File: config.mk
export PLATFORM = sky130hd
export DESIGN_NAME = mul_seq_ctrl_flat
export DESIGN_NICKNAME = d
export VERILOG_FILES = /design/src/rtl/mul_seq_ctrl_if.sv /design/src/rtl/mul_seq_ctrl.sv /design/src/flat_wrapper.sv
export SDC_FILE = /design/constraint.sdc
export NUM_CORES = 1
export LEC_CHECK = 0
export ABC_CLOCK_PERIOD_IN_PS = 6400
export CAP_MARGIN = 20
export CORE_MARGIN = 2
export CORE_UTILIZATION = 25
export CTS_BUF_LIST = sky130_fd_sc_hd__clkbuf_2 sky130_fd_sc_hd__clkbuf_4 sky130_fd_sc_hd__clkbuf_8
export DETAILED_ROUTE_END_ITERATION = 6
export DONT_BUFFER_PORTS = 1
export GPL_TIMING_DRIVEN = 0
export SLEW_MARGIN = 40
export SYNTH_ARGS = -nofsm -noshare
export SYNTH_HDL_FRONTEND = slang
export SYNTH_SLANG_ARGS = --single-unit
File: constraint.sdc
create_clock -name clk -period 6.4 [get_ports clk]
set_input_delay 1.92 -clock clk [delete_from_list [all_inputs] [get_ports clk]]
set_output_delay 1.92 -clock clk [all_outputs]
set_load 0.02 [all_outputs]
File: src/rtl/mul_seq_ctrl_if.sv
// ============================================================================
// Module   : mul_seq_ctrl_if
// Brief    : Operand/control/result bundle for the 6x6 sequential multiplier.
// Revision : 1.0 - initial release
// ============================================================================
`default_nettype none

interface mul_seq_ctrl_if;
    logic [5:0]  A;
    logic [5:0]  B;
    logic        sw;
    logic        start;
    logic [11:0] led;
    logic        busy;
    logic        done;

    modport master (
        output A, B, sw, start,
        input  led, busy, done
    );

    modport slave (
        input  A, B, sw, start,
        output led, busy, done
    );
endinterface

`default_nettype wire

File: src/rtl/mul_seq_ctrl.sv
// ============================================================================
// Module   : mul_seq_ctrl
// Brief    : Shift-add 6x6 multiplier, one multiplier bit per clock, with
//            unsigned or two's-complement mode and registered busy/done.
// Revision : 1.0 - initial release
// ============================================================================
`default_nettype none

module mul_seq_ctrl (
    input  wire logic     clk,
    input  wire logic     reset,
    mul_seq_ctrl_if.slave bus
);

    localparam logic [1:0] c_IDLE      = 2'd0;
    localparam logic [1:0] c_RUN       = 2'd1;
    localparam logic [1:0] c_DONE      = 2'd2;
    localparam logic [2:0] c_LAST_ITER = 3'd5;

    logic [1:0]  r_state;
    logic [11:0] r_mcand;
    logic [5:0]  r_mplier;
    logic [11:0] r_acc;
    logic [2:0]  r_iter;
    logic        r_signed;
    logic [11:0] r_led;
    logic        r_busy;
    logic        r_done;

    logic [11:0] w_addend;
    logic [11:0] w_acc_next;

    // In signed mode the multiplier MSB carries weight -32, so it subtracts.
    always_comb begin
        w_addend   = r_mcand << r_iter;
        w_acc_next = r_acc;
        if (r_mplier[0]) begin
            if (r_signed && (r_iter == c_LAST_ITER)) begin
                w_acc_next = r_acc - w_addend;
            end else begin
                w_acc_next = r_acc + w_addend;
            end
        end
    end

    always_ff @(posedge clk or posedge reset) begin
        if (reset) begin
            r_state  <= c_IDLE;
            r_mcand  <= '0;
            r_mplier <= '0;
            r_acc    <= '0;
            r_iter   <= '0;
            r_signed <= 1'b0;
            r_led    <= '0;
            r_busy   <= 1'b0;
            r_done   <= 1'b0;
        end else begin
            case (r_state)
                c_IDLE: begin
                    r_done <= 1'b0;
                    if (bus.start) begin
                        r_mcand  <= bus.sw ? {{6{bus.A[5]}}, bus.A} : {6'b0, bus.A};
                        r_mplier <= bus.B;
                        r_signed <= bus.sw;
                        r_acc    <= '0;
                        r_iter   <= '0;
                        r_busy   <= 1'b1;
                        r_state  <= c_RUN;
                    end
                end
                c_RUN: begin
                    r_acc    <= w_acc_next;
                    r_mplier <= r_mplier >> 1;
                    r_iter   <= r_iter + 3'd1;
                    // The last iteration's sum goes straight to the display.
                    if (r_iter == c_LAST_ITER) begin
                        r_led   <= w_acc_next;
                        r_busy  <= 1'b0;
                        r_done  <= 1'b1;
                        r_state <= c_DONE;
                    end
                end
                c_DONE: begin
                    r_done  <= 1'b0;
                    r_state <= c_IDLE;
                end
                default: begin
                    r_busy  <= 1'b0;
                    r_done  <= 1'b0;
                    r_state <= c_IDLE;
                end
            endcase
        end
    end

    assign bus.led  = r_led;
    assign bus.busy = r_busy;
    assign bus.done = r_done;

endmodule

`default_nettype wire

File: src/flat_wrapper.sv
// flat-port wrapper written by rule: the top's interface ports become plain ports
module mul_seq_ctrl_flat 
  (clk, reset, bus_A, bus_B, bus_sw, bus_start, bus_led, bus_busy, bus_done);
  mul_seq_ctrl_if bus_i ();
  input  wire logic clk;
  input  wire logic reset;
  input wire logic [$bits(bus_i.A)-1:0] bus_A;
  input wire logic [$bits(bus_i.B)-1:0] bus_B;
  input wire logic [$bits(bus_i.sw)-1:0] bus_sw;
  input wire logic [$bits(bus_i.start)-1:0] bus_start;
  output wire logic [$bits(bus_i.led)-1:0] bus_led;
  output wire logic [$bits(bus_i.busy)-1:0] bus_busy;
  output wire logic [$bits(bus_i.done)-1:0] bus_done;
  assign bus_i.A = bus_A;
  assign bus_i.B = bus_B;
  assign bus_i.sw = bus_sw;
  assign bus_i.start = bus_start;
  assign bus_led = bus_i.led;
  assign bus_busy = bus_i.busy;
  assign bus_done = bus_i.done;
  mul_seq_ctrl u_core (.clk(clk), .reset(reset), .bus(bus_i));
endmodule
# --- Word-level counts from Yosys, hierarchy flattened ---
# Cells that the tools add are included.
classes:
  addsub: 3
  n_eq_ne: 5
  n_reduce_logical: 8
  n_shift: 1
  muxes: 17
  bitwise_logic: 1
ops:
  columns: ["cell", "count"]
  rows:
  - ["$mux W12", 4]
  - ["$pmux W12 S2", 1]
  - ["$add A12 B12 Y12", 1]
  - ["$pmux W6 S2", 1]
  - ["$shl A12 B3 Y12", 1]
  - ["$sub A12 B12 Y12", 1]
  - ["$reduce_and A2 Y1", 4]
  - ["$mux W6", 1]
  - ["$pmux W3 S2", 1]
  - ["$mux W1", 4]
  - ["$mux W2", 2]
  - ["$pmux W2 S2", 1]
  - ["$add A3 B1 Y3 const B", 1]
  - ["$eq A3 B3 Y1 const B", 1]
  - ["$mux W3", 1]
  - ["$pmux W1 S3", 1]
  - ["$reduce_and A3 Y1", 1]
  - ["$eq A2 B1 Y1 const B", 1]
  - ["$eq A2 B2 Y1 const B", 1]
  - ["$logic_not A2 Y1", 1]
  - ["$ne A2 B1 Y1 const B", 1]
  - ["$ne A2 B2 Y1 const B", 1]
  - ["$reduce_bool A2 Y1", 1]
  - ["$logic_and A1 B1 Y1", 1]
  - ["$not A1 Y1", 1]
totals:
  register_bits: 50
  input_bits: 16
  output_inout_bits: 14
  word_cells: 44

# --- Depth between registers and ports, before layout ---
depth:
  depth_word: 5
  depth_mapped: 18
  ltp_nobuf: 16

# --- Worst setup path after synthesis ---
# Ideal clock, no wire load.
synth_timing:
  path_kind: "register to register"
  start: "register u_core.r_iter[2]"
  end: "register u_core.r_led[11], in the netlist u_core.bus.led[11]"
  required_time_ps: 6276
  arrival_time_ps: 3629
  setup_ps: 124
  path_stages_with_launch: 18
  synth_period_minus_slack_ps: 3753
  path_buffers: 3
  setup_slack_ps: 2647
  cell_sequence: "dfrtp_1 -> clkbuf_1 -> clkbuf_1 -> clkbuf_1 -> or3_1 -> ha_1 -> nand3_1 -> nand2_1 -> xor2_1 -> ha_1 -> or3_1 -> o21ai_0 -> nor2_1 -> o31a_1 -> o41ai_1 -> xnor3_1 -> and3_1 -> a211o_1"
synth_between:
  elab_chain_cells: 4
  word_cells_on_any_way: 8
  classes_between: "add/sub (2); eq/ne (1); shift (1); mux (2); reduce/logical (2)"
synth_rtl:
  columns: ["item", "line_no", "rtl"]
  rows:
  - ["start: declaration", "mul_seq_ctrl.sv:24", "logic [2:0] r_iter;"]
  - ["start signal: assignment", "mul_seq_ctrl.sv:74", "r_iter <= r_iter + 3'd1;"]
  - ["$shl A12 B3 Y12 or $eq A3 B3 Y1 (tied branches)", "mul_seq_ctrl.sv:35, mul_seq_ctrl.sv:38, mul_seq_ctrl.sv:76", null]
  - ["$add A12 B12 Y12, or another cell as far along", "mul_seq_ctrl.sv:41", "w_acc_next = r_acc + w_addend;"]
  - ["$mux W12", "mul_seq_ctrl.sv:38", "if (r_signed && (r_iter == c_LAST_ITER)) begin"]
  - ["$mux W12", "mul_seq_ctrl.sv:37", "if (r_mplier[0]) begin"]
  - ["end signal: assignment", "mul_seq_ctrl.sv:77", "r_led <= w_acc_next;"]
  - ["end: declaration", "mul_seq_ctrl.sv:26", "logic [11:0] r_led;"]
# Several ways; a longest one is shown, not always the timed one.
# A chain may end at the register's enable or synchronous reset.

# --- Worst setup path after layout ---
layout_timing:
  start: "register u_core.r_iter[2]"
  end: "register u_core.r_acc[11]"
layout_between:
  elab_chain_cells: 5
  word_cells_on_any_way: 8
  classes_between: "add/sub (2); eq/ne (1); shift (1); mux (3); reduce/logical (1)"
layout_rtl:
  columns: ["item", "line_no", "rtl"]
  rows:
  - ["$shl A12 B3 Y12 or $eq A3 B3 Y1 (tied branches)", "mul_seq_ctrl.sv:35, mul_seq_ctrl.sv:38", null]
  - ["$add A12 B12 Y12, or another cell as far along", "mul_seq_ctrl.sv:41", null]
  - ["$mux W12 *", "mul_seq_ctrl.sv:38", null]
  - ["$mux W12 *", "mul_seq_ctrl.sv:37", null]
  - ["$pmux W12 S2 *", "mul_seq_ctrl.sv:58", "case (r_state)"]
  - ["end signal: assignment", "mul_seq_ctrl.sv:72", "r_acc <= w_acc_next;"]
  - ["end: declaration", "mul_seq_ctrl.sv:23", "logic [11:0] r_acc;"]
# Mark *: on every way between the ends. The rest lies on a longest branch, timed or not.

==> impl_metrics.toml <==
[global_routing]
grt_pass1_wl_mm = 12.6
grt_max_degree = 27
grt_pass1_vias = 2534
grt_antenna_before_repair = 0
gr-usage-all-layers = 0.118
grt.overflow.total = 0

[clock_network]
clk_latency_ns = 0.30
clock-sinks = 45
path_clk_slew_ns = 0.09
post_cts_buffers = 0
cts_tree = "built"
clock_path_buffers = 2
cts_resized = 0
ctsHoldBuffers = 0
numCtsBuffers = 5
htree_levels = 2
cts_root_buffer = "clkbuf_8"

[yosys]
synth_fa_ha_area_frac = 0.0639
ys_warn_count = 0
synth_compound_area_frac = 0.208
yosys.area_share.simple = 0.182
syn-cell-area_um2 = 3060
synth-main-ff-cell = "dfrtp_1"
synth-seq-area-share = 0.368
synth_top_family_by_area = "compound AO/OA/AOI/OAI gates"
synth_nets = 377
synth_edf_count = 0
synthDistinctLibCells = 50
synth-xor-area-share = 0.0532
synthCells = 346
async_flop_share = 1.00
synthMuxAreaShare = 0.0835
ys_ff_latch = 45
synth.avg_cell_area_um2 = 8.83

[drt]
dr_total_vias = 2529
routed_via_density = 5.04
wl_mm = 7.40
drc = 0
drt_first_pass_iters = 4
ant_nets = 0
drtIter0Drc = 117
wire_per_inst_um = 14.7

[finish]
syn_to_final_growth_pct = 11.0
postLayoutCoreUtil = 0.284
drive_above_1_share = 0.0873
n_antenna_cell = 0
layout.nets = 385

[floorplan]
ios = 30
rows = 40
die_area_um2 = 13100
chipHeight_um = 115
initial_core_util = 0.256
core_um2 = 12000
die_w_um = 115

[setup_path]
worstPathCellList = "clkbuf_1 -> clkbuf_1 -> clkbuf_1 -> or3_1 -> ha_1 -> nand3_1 -> nand2_1 -> xor2_1 -> ha_1 -> or3_1 -> o21ai_0 -> nor2_1 -> o31a_1 -> o41ai_1 -> xnor3_1 -> and3_1 -> a211o_1"
crit_type = "reg2reg"
crit_arrival_ns = 4.65
crit_fanout = 10
worstPathRequired_ns = 6.60
start_kind = "register"
cpMostUsedCell = "clkbuf_1"
max_stage_delay_ns = 0.45
worst_path_max_delay_cell = "clkbuf_1"
critPathCaptureType = "register"

[placed_design]
place.gp.congestion = 0.904
hpwl_mm = 5.74
port_buffers = 0
place_ws_ns = 2.02

[status]
status = "complete, no violations"

[run]
drv_cap = 0

[sta]
hold_violations = 0
slew_headroom = 0.590
worstMarginPinSlew_ns = 0.612
setup_tns_ns = 0
setup_slack_ns = 1.95
fin_crit_sh = 0.696
fin_skew_ns = 0.0110
layout_min_cycle_time_ns = 4.45
drv_slew = 0
rsz0062_at_grt = "no"
fmax_mhz = 225
setup_viol = 0

[worst_hold_path]
hold_class = "reg2reg"
==> registers in the layout (all words and copies together), names as in the netlist <==
signal           cells
u_core.r_iter        3
u_core.bus.led      12
u_core.r_mplier      6
u_core.bus.done      1
u_core.r_state       2
u_core.r_signed      1
u_core.r_mcand       7
u_core.r_acc        12
u_core.bus.busy      1
==> cell type report <==
| type | instances | area, µm² |
|---|---|---|
| multi-input combinational | 272 | 1810 |
| tap | 147 | 184 |
| timing repair buffer | 1 | 20.0 |
| fill | 1251 | 8570 |
| sequential | 45 | 1130 |
| inverter | 11 | 43.8 |
| clock inverter | 1 | 30.0 |
| buffer | 18 | 83.8 |
| clock buffer | 7 | 90.1 |
==> logic make-up after synthesis <==
logic type	Yosys count
and+or+nand+nor	114
AOI/OAI and AO/OA	103
DFF	45
buffers and inverters	29
muxes	23
xor gates and xnor gates	17
adders and majority gates	15
==> synth_stat cells, types with 7 or more instances <==
cell,count,area share
nand2_1,43,0.053
a21oi_1,26,0.043
dfrtp_1,45,0.37
o21ai_0,36,0.059
ha_1,14,0.057
mux2_2,8,0.029
mux2i_1,12,0.039
nor2b_1,8,0.016
nor2_1,23,0.028
inv_1,11,0.014
clkbuf_1,14,0.017
xnor2_1,10,0.029
a22o_1,7,0.020
==> final timing paths <==
| kind | startpoint | endpoint | slack [ns] | cells past startpoint |
|---|---|---|---|---|
| max | u_core.r_iter[2] | u_core.r_acc[11] | 1.95 | 17 |
| min | u_core.r_mplier[1] | u_core.r_mplier[1] | 0.48 | 2 |
| max reg2reg | u_core.r_iter[2] | u_core.r_acc[11] | 1.95 | 17 |
| min reg2reg | u_core.r_mplier[1] | u_core.r_mplier[1] | 0.48 | 2 |
| max in group asynchronous | reset | u_core.r_mcand[0] | 4.54 | 2 |
| min in group asynchronous | reset | u_core.bus.led[8] | 1.43 | 1 |
==> layout by cell type (no fill, tap or decap), types with 7 or more instances in the layout <==
cell      synthesis  layout
dfrtp_1          45      45
nand2_1          43      43
o21ai_0          36      36
a21oi_1          26      26
nor2_1           23      23
clkbuf_1         14      14
ha_1             14      14
mux2i_1          12      12
inv_1            11      10
xnor2_1          10      10
mux2_2            8       8
nor2b_1           8       8
a22o_1            7       7
==> per-stage QoR <==
step | hold WS (ns) | cells | cell area (µm²)
after floorplan | 0.450 | 346 | 3060
after global placement | 0.464 | 493 | 3240
after detailed placement | 0.471 | 494 | 3270
after CTS | 0.492 | 502 | 3390
after global routing | 0.530 | 502 | 3390
final | 0.484 | 502 | 3390
==> critical path, delay by kind of cell, from the launching register on <==
kind | cells | cell delay (ns)
AOI/OAI and AO/OA | 4 | 0.86
xor gates and xnor gates | 2 | 0.45
adders and majority gates | 2 | 0.44
buffers and inverters | 3 | 1.15
DFF | 1 | 0.33
and+or+nand+nor | 6 | 1.10
==> per-layer routing <==
layer	wire length (µm)	part of all wire	GRT usage
met1	3570	0.48	0.158
met2	3460	0.47	0.190
met3	285	0.038	0.0270
met4	90	0.012	0.0366
met5	0	0	0
Power is not shown: default switching activity piles up to over one toggle a cycle in this logic, so the estimate is an artifact.
